**config.mk**
```make
export PLATFORM = sky130hd
export DESIGN_NAME = pipeline_controller_flat
export DESIGN_NICKNAME = d
export VERILOG_FILES = /design/src/rtl/pipeline_controller_pkg.sv /design/src/rtl/pipeline_controller_if.sv /design/src/rtl/pipeline_controller_hazard_detect.sv /design/src/rtl/pipeline_controller.sv /design/src/flat_wrapper.sv
export SDC_FILE = /design/constraint.sdc
export NUM_CORES = 1
export LEC_CHECK = 0
export BUFFER_PORTS_ARGS = -buffer_cell sky130_fd_sc_hd__buf_2
export CORE_ASPECT_RATIO = 2
export CORE_UTILIZATION = 40
export DETAILED_ROUTE_END_ITERATION = 16
export PLACE_DENSITY = 0.74
export REMOVE_ABC_BUFFERS = 1
export SLEW_MARGIN = 10
export SYNTH_ARGS = -nofsm -noshare
export SYNTH_HDL_FRONTEND = slang
export SYNTH_HIERARCHICAL = 1
export SYNTH_SLANG_ARGS = --single-unit
```
**constraint.sdc**
```tcl
create_clock -name clk -period 7.03 [get_ports clk]
set_input_delay 0.703 -clock clk [delete_from_list [all_inputs] [get_ports clk]]
set_output_delay 0.703 -clock clk [all_outputs]
set_load 0.01 [all_outputs]
```
**src/rtl/pipeline_controller_pkg.sv**
```systemverilog
// Shared types and constants for the pipeline run-control sequencer.
// Holds the controller state encoding and the pipeline encodings it depends on.
package pipeline_ctrl_pkg;

    typedef enum logic [1:0] {
        RUN    = 2'd0,
        DRAIN  = 2'd1,
        HALTED = 2'd2,
        STEP   = 2'd3
    } ctrl_state_e;

    // Writeback source selecting data memory, i.e. a load in EX.
    localparam logic [1:0]  RU_SRC_MEM           = 2'b01;
    // addi x0,x0,0 loaded by the IF/DE register when it is flushed.
    localparam logic [31:0] NOP_INSTR            = 32'h00000013;
    localparam int          DEFAULT_DRAIN_CYCLES = 3;

endpackage

```
**src/rtl/pipeline_controller_if.sv**
```systemverilog
// Bundle between the pipeline datapath and the run-control sequencer.
// master: datapath/debug side (drives hazard info, halt/step); slave: controller.
interface pipeline_ctrl_if #(
    parameter int CNT_W = 32
);
    logic [4:0]       rs1_de;
    logic [4:0]       rs2_de;
    logic [4:0]       rd_ex;
    logic             ru_write_ex;
    logic [1:0]       ru_data_src_ex;
    logic             next_pc_src;
    logic             halt_req;
    logic             step_req;
    logic             pc_en;
    logic             if_de_en;
    logic             if_de_flush;
    logic             de_ex_flush;
    logic             halted;
    logic [CNT_W-1:0] cycle_count;
    logic [CNT_W-1:0] stall_count;
    logic [CNT_W-1:0] flush_count;

    modport master (
        output rs1_de, rs2_de, rd_ex, ru_write_ex, ru_data_src_ex,
        output next_pc_src, halt_req, step_req,
        input  pc_en, if_de_en, if_de_flush, de_ex_flush, halted,
        input  cycle_count, stall_count, flush_count
    );

    modport slave (
        input  rs1_de, rs2_de, rd_ex, ru_write_ex, ru_data_src_ex,
        input  next_pc_src, halt_req, step_req,
        output pc_en, if_de_en, if_de_flush, de_ex_flush, halted,
        output cycle_count, stall_count, flush_count
    );

endinterface

```
**src/rtl/pipeline_controller_hazard_detect.sv**
```systemverilog
// Load-use hazard compare between the load in EX and the sources in DE.
// In: rs1_de, rs2_de, rd_ex, ru_write_ex, ru_data_src_ex. Out: load_use.
module hazard_detect
    import pipeline_ctrl_pkg::*;
(
    input  logic [4:0] rs1_de,
    input  logic [4:0] rs2_de,
    input  logic [4:0] rd_ex,
    input  logic       ru_write_ex,
    input  logic [1:0] ru_data_src_ex,
    output logic       load_use
);

    logic is_load;
    logic rd_live;
    logic rd_hit;

    assign is_load  = ru_write_ex && (ru_data_src_ex == RU_SRC_MEM);
    // x0 is never a real dependency.
    assign rd_live  = (rd_ex != 5'd0);
    assign rd_hit   = (rd_ex == rs1_de) || (rd_ex == rs2_de);
    assign load_use = is_load && rd_live && rd_hit;

endmodule

```
**src/rtl/pipeline_controller.sv**
```systemverilog
// Hazard and run-control sequencer: PC/IF-DE enables, flush strobes, debug FSM.
// Ports: clk, reset (async, active-high), bus (pipeline_ctrl_if.slave).
module pipeline_controller
    import pipeline_ctrl_pkg::*;
#(
    parameter int CNT_W        = 32,
    parameter int DRAIN_CYCLES = DEFAULT_DRAIN_CYCLES
) (
    input  logic            clk,
    input  logic            reset,
    pipeline_ctrl_if.slave  bus
);

    localparam int DW = (DRAIN_CYCLES > 1) ? $clog2(DRAIN_CYCLES) : 1;
    localparam logic [DW-1:0] DRAIN_LOAD = DW'(DRAIN_CYCLES - 1);

    ctrl_state_e      state_q;
    ctrl_state_e      state_d;
    logic [DW-1:0]    drain_q;
    logic [DW-1:0]    drain_d;
    logic [CNT_W-1:0] cycle_q;
    logic [CNT_W-1:0] stall_q;
    logic [CNT_W-1:0] flush_q;

    logic load_use;
    logic pc_en;
    logic if_de_en;
    logic if_de_flush;
    logic de_ex_flush;
    logic stall_inc;
    logic flush_inc;

    hazard_detect u_hazard (
        .rs1_de         (bus.rs1_de),
        .rs2_de         (bus.rs2_de),
        .rd_ex          (bus.rd_ex),
        .ru_write_ex    (bus.ru_write_ex),
        .ru_data_src_ex (bus.ru_data_src_ex),
        .load_use       (load_use)
    );

    always_ff @(posedge clk or posedge reset) begin
        if (reset) begin
            state_q <= RUN;
            drain_q <= '0;
        end else begin
            state_q <= state_d;
            drain_q <= drain_d;
        end
    end

    always_comb begin
        state_d     = state_q;
        drain_d     = drain_q;
        pc_en       = 1'b1;
        if_de_en    = 1'b1;
        if_de_flush = 1'b0;
        de_ex_flush = 1'b0;
        stall_inc   = 1'b0;
        flush_inc   = 1'b0;
        unique case (state_q)
            RUN, STEP: begin
                // A taken branch squashes DE anyway, so it wins over a stall.
                if (bus.next_pc_src) begin
                    if_de_flush = 1'b1;
                    de_ex_flush = 1'b1;
                    flush_inc   = 1'b1;
                end else if (load_use) begin
                    pc_en       = 1'b0;
                    if_de_en    = 1'b0;
                    de_ex_flush = 1'b1;
                    stall_inc   = 1'b1;
                end
                if ((state_q == STEP) || bus.halt_req) begin
                    state_d = DRAIN;
                    drain_d = DRAIN_LOAD;
                end
            end
            DRAIN: begin
                // Keep the redirect target of a branch retiring from EX.
                pc_en       = bus.next_pc_src;
                if_de_flush = 1'b1;
                de_ex_flush = 1'b1;
                flush_inc   = bus.next_pc_src;
                if (drain_q == '0) begin
                    state_d = HALTED;
                end else begin
                    drain_d = drain_q - DW'(1);
                end
            end
            HALTED: begin
                pc_en       = 1'b0;
                if_de_en    = 1'b0;
                if_de_flush = 1'b1;
                de_ex_flush = 1'b1;
                if (!bus.halt_req) begin
                    state_d = RUN;
                end else if (bus.step_req) begin
                    state_d = STEP;
                end
            end
            default: begin
                state_d = RUN;
            end
        endcase
    end

    always_ff @(posedge clk or posedge reset) begin
        if (reset) begin
            cycle_q <= '0;
            stall_q <= '0;
            flush_q <= '0;
        end else begin
            if (state_q != HALTED) begin
                cycle_q <= cycle_q + CNT_W'(1);
            end
            if (stall_inc) begin
                stall_q <= stall_q + CNT_W'(1);
            end
            if (flush_inc) begin
                flush_q <= flush_q + CNT_W'(1);
            end
        end
    end

    assign bus.pc_en       = pc_en;
    assign bus.if_de_en    = if_de_en;
    assign bus.if_de_flush = if_de_flush;
    assign bus.de_ex_flush = de_ex_flush;
    assign bus.halted      = (state_q == HALTED);
    assign bus.cycle_count = cycle_q;
    assign bus.stall_count = stall_q;
    assign bus.flush_count = flush_q;

endmodule
```
**src/flat_wrapper.sv**
```systemverilog
// flat-port wrapper written by rule: the top's interface ports become plain ports
module pipeline_controller_flat import pipeline_ctrl_pkg::*;
#(
    parameter int CNT_W        = 32,
    parameter int DRAIN_CYCLES = DEFAULT_DRAIN_CYCLES
)
  (clk, reset, bus_rs1_de, bus_rs2_de, bus_rd_ex, bus_ru_write_ex, bus_ru_data_src_ex, bus_next_pc_src, bus_halt_req, bus_step_req, bus_pc_en, bus_if_de_en, bus_if_de_flush, bus_de_ex_flush, bus_halted, bus_cycle_count, bus_stall_count, bus_flush_count);
  pipeline_ctrl_if #(.CNT_W(CNT_W)) bus_i ();
  input  logic clk;
  input  logic reset;
  input wire logic [$bits(bus_i.rs1_de)-1:0] bus_rs1_de;
  input wire logic [$bits(bus_i.rs2_de)-1:0] bus_rs2_de;
  input wire logic [$bits(bus_i.rd_ex)-1:0] bus_rd_ex;
  input wire logic [$bits(bus_i.ru_write_ex)-1:0] bus_ru_write_ex;
  input wire logic [$bits(bus_i.ru_data_src_ex)-1:0] bus_ru_data_src_ex;
  input wire logic [$bits(bus_i.next_pc_src)-1:0] bus_next_pc_src;
  input wire logic [$bits(bus_i.halt_req)-1:0] bus_halt_req;
  input wire logic [$bits(bus_i.step_req)-1:0] bus_step_req;
  output wire logic [$bits(bus_i.pc_en)-1:0] bus_pc_en;
  output wire logic [$bits(bus_i.if_de_en)-1:0] bus_if_de_en;
  output wire logic [$bits(bus_i.if_de_flush)-1:0] bus_if_de_flush;
  output wire logic [$bits(bus_i.de_ex_flush)-1:0] bus_de_ex_flush;
  output wire logic [$bits(bus_i.halted)-1:0] bus_halted;
  output wire logic [$bits(bus_i.cycle_count)-1:0] bus_cycle_count;
  output wire logic [$bits(bus_i.stall_count)-1:0] bus_stall_count;
  output wire logic [$bits(bus_i.flush_count)-1:0] bus_flush_count;
  assign bus_i.rs1_de = bus_rs1_de;
  assign bus_i.rs2_de = bus_rs2_de;
  assign bus_i.rd_ex = bus_rd_ex;
  assign bus_i.ru_write_ex = bus_ru_write_ex;
  assign bus_i.ru_data_src_ex = bus_ru_data_src_ex;
  assign bus_i.next_pc_src = bus_next_pc_src;
  assign bus_i.halt_req = bus_halt_req;
  assign bus_i.step_req = bus_step_req;
  assign bus_pc_en = bus_i.pc_en;
  assign bus_if_de_en = bus_i.if_de_en;
  assign bus_if_de_flush = bus_i.if_de_flush;
  assign bus_de_ex_flush = bus_i.de_ex_flush;
  assign bus_halted = bus_i.halted;
  assign bus_cycle_count = bus_i.cycle_count;
  assign bus_stall_count = bus_i.stall_count;
  assign bus_flush_count = bus_i.flush_count;
  pipeline_controller #(.CNT_W(CNT_W), .DRAIN_CYCLES(DRAIN_CYCLES)) u_core (.clk(clk), .reset(reset), .bus(bus_i));
endmodule
```
==> run summary <==
* WP data arrival: 2.19 ns
* final sum of negative setup slack: 0 ns
* Commonest cells post-synth: 100 x sky130_fd_sc_hd__dfrtp_1, 64 x sky130_fd_sc_hd__xnor2_1, 47 x sky130_fd_sc_hd__nand2_1, 39 x sky130_fd_sc_hd__xor2_1, 34 x sky130_fd_sc_hd__nand3_1
* per-instance average area after synthesis: 11.1 sq um
* library cell with the largest summed area after synthesis: sky130_fd_sc_hd__dfrtp_1
* count of input and output buffers: 123
* post-route DRC violation count: 0
* signed area change from the synthesized netlist to the final layout: 22.3%
* top cells by area, synth: sky130_fd_sc_hd__dfrtp_1 52%, sky130_fd_sc_hd__xnor2_1 12%, sky130_fd_sc_hd__xor2_1 7.1%, sky130_fd_sc_hd__nand2_1 3.7%, sky130_fd_sc_hd__nand3_1 3.6%
* Worst Slack Setup Final: 4.14 ns
* Final Hold Violating Endpoints: 0
* number of DRC violations after detailed-routing iteration 0: 165
* number of levels in the clock H-tree: 3
* final setup violation count: 0
* capturing point of the worst reg2reg path: u_core/bus.flush_count[30]$_DFFE_PP0P_
* Max Buffers Root-to-Sink: 2
* pin count of the biggest net entering global routing: 64
* Worst Max-Slew Pin Slew: 0.780 ns
* die footprint: 12400 sq um
* final setup skew: 0.0102 ns
* aggregate global-route resource usage: 19.2%
* via-per-instance ratio: 5.18
* wire length after detailed routing: 10.7 mm
* vias after detailed routing: 3688
* number of synthesized flops with an enable pin: 0
* total standard cell area after synthesis: 4780 sq um
* status: complete, no violations
* most frequent cell after synthesis: sky130_fd_sc_hd__dfrtp_1
* critical path endpoint category: primary output
* clock buffers created by TritonCTS: 9
* clock tree from TritonCTS: done
* distinct cell type count of the synthesized netlist: 41
* Worst Setup Path Type: in2out
* R2R depth: 7
* async set or reset register ratio after synthesis: 100%
* #FFs+latches synth: 100
* Nets: 592
* cells resized by post-CTS repair: 0
* final antenna-violating net count: 0
* standard-cell rows: 56
* total clock sinks: 100
* IO Count: 124
* CTS clock-pin slew for the worst setup and hold paths: 0.07 ns
* initial standard-cell utilization of the core: 40.9%
* maximum operating frequency: 346 MHz
* number of antenna violations at the first check in global routing: 0
* total chip power: 1520 uW
* Yosys top cell area share: 52.3%
* worst slew slack as a fraction of its limit: 48.0%
* type of the most critical hold path: in2async
* fraction of the yosys area taken by sequential cells: 52.3%
* worst reg2reg startpoint: u_core/state_q[0]$_DFFE_PP0P_
* pre-CTS setup slack: 4.19 ns
* start point of the critical path: bus_rd_ex[2]
* clock tree root buffer cell: sky130_fd_sc_hd__clkbuf_16
* global-route wire length before repair: 18.5 mm
* Post-CTS Setup Inserts: 0
* r2r setup slk: 4.65 ns
* die height: 157 um
* required time of the critical path: 6.33 ns
* max-slew violation count: 0
* VDD IR-drop max: 195 uV
* GPL Wtd Cong: 0.800
* largest fanout on the critical path: 5
* non-filler cells, final: 712
* count of TritonRoute iterations in the first routing pass: 4
* Core Area: 11700 sq um
* Period Utilization, post-route: 41.1%
* total placed cells including tap cells: 696
* number of antenna cells inserted: 0
* average routed wire per standard cell: 15.1 um
* ratio of total power to cell area: 260 nW/um^2
* vias in the first global route: 3738
* synthesized instance count: 430
* GRT Residual Overflow: 0
* worst hold margin: 0.383 ns
* count of fill cells added during filler insertion: 1038
* proportion of layout cells with a drive suffix above 1: 28.9%
* leakage power total: 0.00303 uW
* Min Clock Period, post-route: 2.89 ns
* Syn. warnings: 6
* RSZ-0062 raised after global routing: no
* count of hold buffers inserted by post-cts repair: 0
* Max-cap violations: 0
* die width: 79.3 um
* ys flop type: sky130_fd_sc_hd__dfrtp_1
* Critical Path Sink: bus_if_de_en
* CP startpoint kind: primary input
* post-detail-place hpwl: 8.07 mm
* clock insertion delay at the later pin of the skew report: 0.34 ns
through the flow:
step                utilization [%]  area (sq um)
floorplan                         -          4760
global placement               47.6          5570
detailed placement             47.6          5570
CTS                            50.0          5850
global route                   50.0          5850
finish                         50.0          5850
metal layers:
layer	global-route usage (%)	wire length (um)
met5	0	0
met4	7.53	246
met3	3.85	412
met2	34.2	5960
met1	22.2	4110
worst max-delay path: stages:
cell                      delay [ns]
sky130_fd_sc_hd__buf_2          0.12
sky130_fd_sc_hd__xor2_1         0.17
sky130_fd_sc_hd__nor3_1         0.22
sky130_fd_sc_hd__nand3_1        0.11
sky130_fd_sc_hd__a21oi_1        0.24
sky130_fd_sc_hd__nor2b_1        0.34
sky130_fd_sc_hd__mux2i_1        0.12
sky130_fd_sc_hd__buf_2          0.16
placed cells by master (no fill, tap or decap), types with 3 or more instances in the layout:
| master | instances |
|---|---|
| sky130_fd_sc_hd__mux2_2 | 5 |
| sky130_fd_sc_hd__inv_1 | 7 |
| sky130_fd_sc_hd__nor2_1 | 32 |
| sky130_fd_sc_hd__xnor2_1 | 64 |
| sky130_fd_sc_hd__and4_1 | 8 |
| sky130_fd_sc_hd__nand2_1 | 47 |
| sky130_fd_sc_hd__nand3_1 | 34 |
| sky130_fd_sc_hd__clkbuf_16 | 9 |
| sky130_fd_sc_hd__ha_1 | 7 |
| sky130_fd_sc_hd__nor3_2 | 5 |
| sky130_fd_sc_hd__nand2b_1 | 3 |
| sky130_fd_sc_hd__and3_1 | 9 |
| sky130_fd_sc_hd__a21oi_1 | 5 |
| sky130_fd_sc_hd__buf_2 | 123 |
| sky130_fd_sc_hd__xor2_1 | 39 |
| sky130_fd_sc_hd__nor3_1 | 13 |
| sky130_fd_sc_hd__nand4_1 | 18 |
| sky130_fd_sc_hd__dfrtp_1 | 100 |
| sky130_fd_sc_hd__or2_2 | 3 |
sequential cells by signal, summed over array words and instances, names as in the netlist:
| name | flops |
|---|---|
| u_core/bus.cycle_count | 32 |
| u_core/bus.flush_count | 32 |
| u_core/bus.stall_count | 32 |
| u_core/drain_q | 2 |
| u_core/state_q | 2 |
layout make-up:
cell class,count,area [sq um],share of cell area [%]
Clock buffer,9,225,3.85
Clock inverter,7,57.6,0.984
Inverter,8,32.5,0.556
Multi-Input combinational cell,319,2230,38.1
Sequential cell,100,2500,42.8
Tap cell,145,181,3.10
Timing Repair Buffer,124,623,10.7
how the worst min path moves through the flow:
stage | slack, ns | to | cells after the start
2_1_floorplan | 0.49 | u_core/drain_q[1]$_DFFE_PP0P_ | 2
3_3_place_gp | 0.45 | u_core/bus.cycle_count[31]$_DFFE_PP0N_ | 1
3_5_place_dp | 0.45 | u_core/bus.cycle_count[31]$_DFFE_PP0N_ | 1
4_1_cts | 0.39 | u_core/bus.cycle_count[3]$_DFFE_PP0N_ | 2
5_1_grt | 0.41 | u_core/bus.cycle_count[3]$_DFFE_PP0N_ | 2
6_report | 0.38 | u_core/bus.cycle_count[3]$_DFFE_PP0N_ | 2
power breakdown:
part	leakage [uW]	internal [uW]	switching, uW
Clock	0.000134	245	225
Combinational	0.00154	155	188
Sequential	0.00135	629	78.1
Total	0.00303	1030	491
kinds of logic after synthesis:
kind of cell | synth area share (%)
xor gates and xnor gates | 18.9
adders and majority gates | 1.83
DFF | 52.3
muxes | 1.39
AOI/OAI and AO/OA | 1.15
and+or+nand+nor | 23.3
buffers and inverters | 1.13
No activity file was read; power rests on OpenSTA's default activity.
